[config.mk]
export PLATFORM = sky130hd
export DESIGN_NAME = sensor_cond_flat
export DESIGN_NICKNAME = d
export VERILOG_FILES = /design/src/rtl/sensor_cond_if.sv /design/src/rtl/sensor_cond.sv /design/src/flat_wrapper.sv
export SDC_FILE = /design/constraint.sdc
export NUM_CORES = 1
export LEC_CHECK = 0
export BUFFER_PORTS_ARGS = -buffer_cell sky130_fd_sc_hd__buf_2
export CAP_MARGIN = 20
export CORE_ASPECT_RATIO = 1.4
export CORE_MARGIN = 2
export CORE_UTILIZATION = 59
export CTS_BUF_LIST = sky130_fd_sc_hd__clkbuf_16
export CTS_CLUSTER_SIZE = 14
export DETAILED_ROUTE_END_ITERATION = 12
export PLACE_DENSITY = 0.81
export SLEW_MARGIN = 10
export SYNTH_ARGS = -nofsm -noshare
export SYNTH_HDL_FRONTEND = slang
export SYNTH_SLANG_ARGS = --single-unit
[constraint.sdc]
create_clock -name clk -period 3.3 [get_ports clk]
set_clock_uncertainty 0.15 [all_clocks]
set_input_delay 0.33 -clock clk [delete_from_list [all_inputs] [get_ports clk]]
set_output_delay 0.33 -clock clk [all_outputs]
set_load 0.05 [all_outputs]
[src/rtl/sensor_cond_if.sv]
// Sensor conditioning bus: raw A2D samples and crank level in, smoothed
// values, cadence measurement and the PID error term out.
interface sensor_cond_if;
  logic        cur_rdy;
  logic [11:0] curr;
  logic [11:0] torque;
  logic        cadence;
  logic [11:0] avg_curr;
  logic [11:0] avg_torque;
  logic [4:0]  cadence_rate;
  logic        not_pedaling;
  logic [12:0] error;

  // Producer of samples and consumer of conditioned results.
  modport master (
    output cur_rdy, curr, torque, cadence,
    input  avg_curr, avg_torque, cadence_rate, not_pedaling, error
  );

  // The conditioning block itself.
  modport slave (
    input  cur_rdy, curr, torque, cadence,
    output avg_curr, avg_torque, cadence_rate, not_pedaling, error
  );
endinterface

[src/rtl/sensor_cond.sv]
// Upstream conditioning for the PID drive loop: exponential averaging of
// current and torque, cadence rate over a fixed window, and the signed
// current error (target minus average) with a pedaling gate.
module sensor_cond #(
  parameter bit          FAST_SIM = 1'b0,
  parameter logic [11:0] TQ_MIN   = 12'd380
) (
  input  logic         clk,
  input  logic         rst,
  sensor_cond_if.slave bus
);

  localparam int WIN_W = FAST_SIM ? 12 : 24;

  logic [13:0]      acc_curr;
  logic [13:0]      acc_torque;
  logic             cadence_prev;
  logic             rise;
  logic [WIN_W-1:0] win_cnt;
  logic             win_end;
  logic [4:0]       edge_cnt;
  logic [4:0]       edge_cnt_inc;
  logic [4:0]       rate_q;
  logic             not_pedaling;
  logic [11:0]      avg_curr;
  logic [11:0]      avg_torque;
  logic [11:0]      tq_excess;
  logic [11:0]      target_curr;
  logic [12:0]      error_d;
  logic [12:0]      error_q;

  // Leaky 4-tap averagers: acc settles at 4x a constant input, so the
  // averaged value is simply the top 12 bits. 4*4095 fits in 14 bits.
  always_ff @(posedge clk or posedge rst) begin
    if (rst) begin
      acc_curr   <= '0;
      acc_torque <= '0;
    end else if (bus.cur_rdy) begin
      acc_curr   <= acc_curr - (acc_curr >> 2) + {2'b00, bus.curr};
      acc_torque <= acc_torque - (acc_torque >> 2) + {2'b00, bus.torque};
    end
  end

  assign avg_curr   = acc_curr[13:2];
  assign avg_torque = acc_torque[13:2];

  // Previous cadence level for rising-edge detection; resets low.
  always_ff @(posedge clk or posedge rst) begin
    if (rst) cadence_prev <= 1'b0;
    else     cadence_prev <= bus.cadence;
  end

  assign rise    = bus.cadence & ~cadence_prev;
  assign win_end = &win_cnt;

  // Free-running measurement window; terminal count marks the window end.
  always_ff @(posedge clk or posedge rst) begin
    if (rst) win_cnt <= '0;
    else     win_cnt <= win_cnt + 1'b1;
  end

  // Edge count including a rise on this cycle, held at 31.
  always_comb begin
    edge_cnt_inc = edge_cnt;
    if (rise && (edge_cnt != 5'd31)) edge_cnt_inc = edge_cnt + 5'd1;
  end

  // Count rises within the window; publish and restart at the window end.
  // A rise landing on the window-end cycle belongs to the closing window.
  always_ff @(posedge clk or posedge rst) begin
    if (rst) begin
      edge_cnt <= '0;
      rate_q   <= '0;
    end else if (win_end) begin
      edge_cnt <= '0;
      rate_q   <= edge_cnt_inc;
    end else begin
      edge_cnt <= edge_cnt_inc;
    end
  end

  assign not_pedaling = (rate_q < 5'd2);

  // Torque above the dead-band becomes the current target while pedaling.
  always_comb begin
    tq_excess   = 12'd0;
    target_curr = 12'd0;
    if (avg_torque > TQ_MIN) tq_excess = avg_torque - TQ_MIN;
    if (!not_pedaling) target_curr = tq_excess;
    error_d = {1'b0, target_curr} - {1'b0, avg_curr};
  end

  // Error is re-registered every cycle so pedaling changes reach the PID
  // stage without waiting for the next sample strobe.
  always_ff @(posedge clk or posedge rst) begin
    if (rst) error_q <= '0;
    else     error_q <= error_d;
  end

  assign bus.avg_curr     = avg_curr;
  assign bus.avg_torque   = avg_torque;
  assign bus.cadence_rate = rate_q;
  assign bus.not_pedaling = not_pedaling;
  assign bus.error        = error_q;

endmodule

[src/flat_wrapper.sv]
// flat-port wrapper written by rule: the top's interface ports become plain ports
module sensor_cond_flat 
#(
  parameter bit          FAST_SIM = 1'b0,
  parameter logic [11:0] TQ_MIN   = 12'd380
)
  (clk, rst, bus_cur_rdy, bus_curr, bus_torque, bus_cadence, bus_avg_curr, bus_avg_torque, bus_cadence_rate, bus_not_pedaling, bus_error);
  sensor_cond_if bus_i ();
  input  logic clk;
  input  logic rst;
  input wire logic [$bits(bus_i.cur_rdy)-1:0] bus_cur_rdy;
  input wire logic [$bits(bus_i.curr)-1:0] bus_curr;
  input wire logic [$bits(bus_i.torque)-1:0] bus_torque;
  input wire logic [$bits(bus_i.cadence)-1:0] bus_cadence;
  output wire logic [$bits(bus_i.avg_curr)-1:0] bus_avg_curr;
  output wire logic [$bits(bus_i.avg_torque)-1:0] bus_avg_torque;
  output wire logic [$bits(bus_i.cadence_rate)-1:0] bus_cadence_rate;
  output wire logic [$bits(bus_i.not_pedaling)-1:0] bus_not_pedaling;
  output wire logic [$bits(bus_i.error)-1:0] bus_error;
  assign bus_i.cur_rdy = bus_cur_rdy;
  assign bus_i.curr = bus_curr;
  assign bus_i.torque = bus_torque;
  assign bus_i.cadence = bus_cadence;
  assign bus_avg_curr = bus_i.avg_curr;
  assign bus_avg_torque = bus_i.avg_torque;
  assign bus_cadence_rate = bus_i.cadence_rate;
  assign bus_not_pedaling = bus_i.not_pedaling;
  assign bus_error = bus_i.error;
  sensor_cond #(.FAST_SIM(FAST_SIM), .TQ_MIN(TQ_MIN)) u_core (.clk(clk), .rst(rst), .bus(bus_i));
endmodule
==> results.tsv <==
stage	metric	value	unit
grt	initial antenna violation count	0	
sta	headroom to the max-slew limit	50.4	%
detailed_routing	DR pass1 iterations	4	
setup_path	worst-path maximum fanout	5	
clocking	Clk Latency, worst-skew pair	340	ps
floorplanning	die height	120	µm
setup_path	r2r worst-path depth	10	
placed_design	hpwl dp	10000	µm
floorplanning	core area	9410	µm²
sta	min setup slack post-route	201	ps
synth	post-synth cell types	50	
synth	Seq/Total Area, Yosys	33.7	%
placed_design	Port Buffer Count	70	
setup_path	Critical Path Start Type	flip-flop	
sta	endpoints failing hold	0	
setup_path	WP data required	3370	ps
detailed_routing	final WL	12500	µm
detailed_routing	vias	4358	
grt	vias in the first global route	4586	
cells_and_area	number of nets in the layout	776	
clocking	H-tree levels	3	
status	status	completed	
clocking	CTS root buf	clkbuf_16	
synth	synth warn	0	
floorplanning	Top Ports	71	
detailed_routing	wire per inst	15.8	µm
placed_design	dpl ws	113	ps
clocking	Clk pin slew, worst setup/hold paths	60	ps
cells_and_area	commonest non-fill, non-tap cell in the layout	inv_1	
detailed_routing	Antenna Nets Post-Route	0	
setup_path	worst endpoint data arrival time	3170	ps
synth	post-synthesis async set-or-reset flop share	100	%
setup_path	nature of the critical path endpoint	flip-flop	
floorplanning	die outline width	86.7	µm
cells_and_area	synthesis-to-layout area growth	12.3	%
placed_design	GPL Wtd Cong	0.937	
detailed_routing	mean number of vias per cell	5.51	
clocking	clock buffer depth	2	
cells_and_area	share of cells above drive strength 1	16.4	%
clocking	CTS sink cnt	76	
min_path	hold crit path type	primary input to flip-flop	
grt	total grt overflow	0	
synth	largest area contributor in the netlist	dfrtp_1	
sta	RSZ-0062 raised after global routing	no	
synth	top_reg_cell synth	dfrtp_1	
synth	synthesis-stage register bit count	76	
cells_and_area	filler cell count	733	
sta	Tmin final	3100	ps
cells_and_area	area of the multi-input gates	3140	µm²
synth	Synth top area share	33.7	%
synth	Cells after Synth	615	
sta	Fmax	0.323	GHz
grt	gr usage total	26.0	%
synth	Avg Cell Area, Syn	9.19	µm²
sta	final setup TNS	0	ps
clocking	CTS buffer count	9	
floorplanning	Die Area	10400	µm²
grt	first-pass GRT wire length	20800	µm
floorplanning	effective utilization at floorplan	60.1	%
synth	number of synthesized flops with an enable pin	0	
sta	Final Cycle Share	93.9	%
sta	Fin Hold WS	165	ps
sta	Slew @ Worst Pin	743	ps
clocking	CTS tree	done	
sta	max-slew violations	0	
flow_run	Max Cap Viol	0	
detailed_routing	starting DRC count in detailed routing	200	
grt	largest net degree at the start of global routing	41	
cells_and_area	register area	1900	µm²
min_path	WHS Path Cells	2	
sta	final setup fails	0	
floorplanning	Rows	42	
setup_path	WS Path Type	flip-flop to flip-flop	
detailed_routing	drt drc	0	
synth	Post-Synthesis Cell Area	5650	µm²
cells_and_area	n_diodes	0	
cells_and_area	commonest cells after routing, fill and taps aside	112 x inv_1, 74 x dfrtp_1, 70 x buf_2, 45 x ha_1, 41 x xnor2_1	
synth	synth top area cells	dfrtp_1 34%, ha_1 10%, fa_1 8.9%	
synth	Mapped Nets	714	
-- kinds of logic after synthesis --
| group | count (synthesis) | synth area share, % |
|---|---|---|
| AOI/OAI and AO/OA | 118 | 13.4 |
| xor gates and xnor gates | 56 | 8.68 |
| adders and majority gates | 71 | 19.0 |
| buffers and inverters | 145 | 11.3 |
| DFF | 76 | 33.7 |
| muxes | 10 | 1.82 |
| and+or+nand+nor | 139 | 12.1 |
-- cell usage after synthesis, types with 2 or more instances --
master / number
and3_1: 15
mux2i_1: 8
o21ai_0: 27
a21o_1: 13
a31oi_1: 6
nand2_1: 38
nor2b_1: 4
o21bai_1: 2
or3_1: 4
and4_1: 2
fa_1: 25
a21oi_1: 26
inv_1: 113
and2_1: 3
nor4_1: 4
dfrtp_1: 76
ha_1: 46
o22ai_1: 2
nand4_1: 9
nor2_1: 31
xor2_1: 15
buf_4: 24
nand3_1: 17
a31o_1: 3
o31a_1: 4
mux2_2: 2
buf_2: 3
o21ai_1: 11
clkbuf_1: 5
a211oi_1: 4
xnor2_1: 41
o21a_1: 9
nor3_1: 6
-- path summary, 6_finish.rpt --
check / slack (ps) / end / from
setup / recovery: 200 / u_core.acc_torque[10]$_DFFE_PP0P_ / u_core.acc_torque[2]$_DFFE_PP0P_
hold / removal: 160 / u_core.acc_curr[12]$_DFFE_PP0P_ / bus_cur_rdy
setup reg to reg: 200 / u_core.acc_torque[10]$_DFFE_PP0P_ / u_core.acc_torque[2]$_DFFE_PP0P_
hold reg to reg: 320 / u_core.win_cnt[9]$_DFF_PP0_ / u_core.win_cnt[9]$_DFF_PP0_
max in group asynchronous: 1770 / u_core.acc_curr[0]$_DFFE_PP0P_ / rst
min in group asynchronous: 470 / u_core.win_cnt[4]$_DFF_PP0_ / rst
-- metal layers --
metal	vias to the layer above	global-route usage [%]	share of wire (%)
met5	-	0	0
met4	0	13.4	4.1
met3	36	4.61	3.3
met2	107	47.0	54
met1	2086	28.3	38
li1	2129	-	-
-- what timing repair did --
item | CTS | global route
gates resized for setup | 0 | 5
endpoints found under the setup margin | 0 | 5
hold buffers | 2 | 0
hold endpoints to repair | 30 | 0
buffers inserted | 0 | 1
-- stage by stage --
step           cell area (µm²)  utilization, %  cells
3_3_place_gp              6020            64.0    773
4_1_cts                   6330            67.3    790
2_1_floorplan             5670               -    615
5_1_grt                   6350            67.5    791
6_report                  6350            67.5    791
3_5_place_dp              6020            64.0    773
-- final cells by class --
| class | instances | area share [%] |
|---|---|---|
| well taps | 110 | 2.17 |
| inverters | 113 | 6.68 |
| multi-input cells | 394 | 49.5 |
| flip-flops and latches | 76 | 30.0 |
| clock buffers | 9 | 3.55 |
| repair buffers | 83 | 7.14 |
| clock inverters | 6 | 1.01 |
-- worst max-delay path: stages, from the launching register on --
cell     delay [ps]
dfrtp_1         450
inv_1           110
fa_1            530
inv_1            40
ha_1            340
nor2b_4         150
o31a_1          280
o211a_1         240
o21a_1          180
or3_1           300
a31o_1          210
-- sequential cells by signal (all words and copies together) (netlist names) --
signal and count:
u_core.bus.error 13, u_core.bus.cadence_rate 5, u_core.edge_cnt 5, u_core.cadence_prev 1
u_core.acc_torque 14, u_core.win_cnt 24, u_core.acc_curr 14
Power is not shown: default switching activity piles up to over one toggle a cycle in this logic, so the estimate is an artifact.
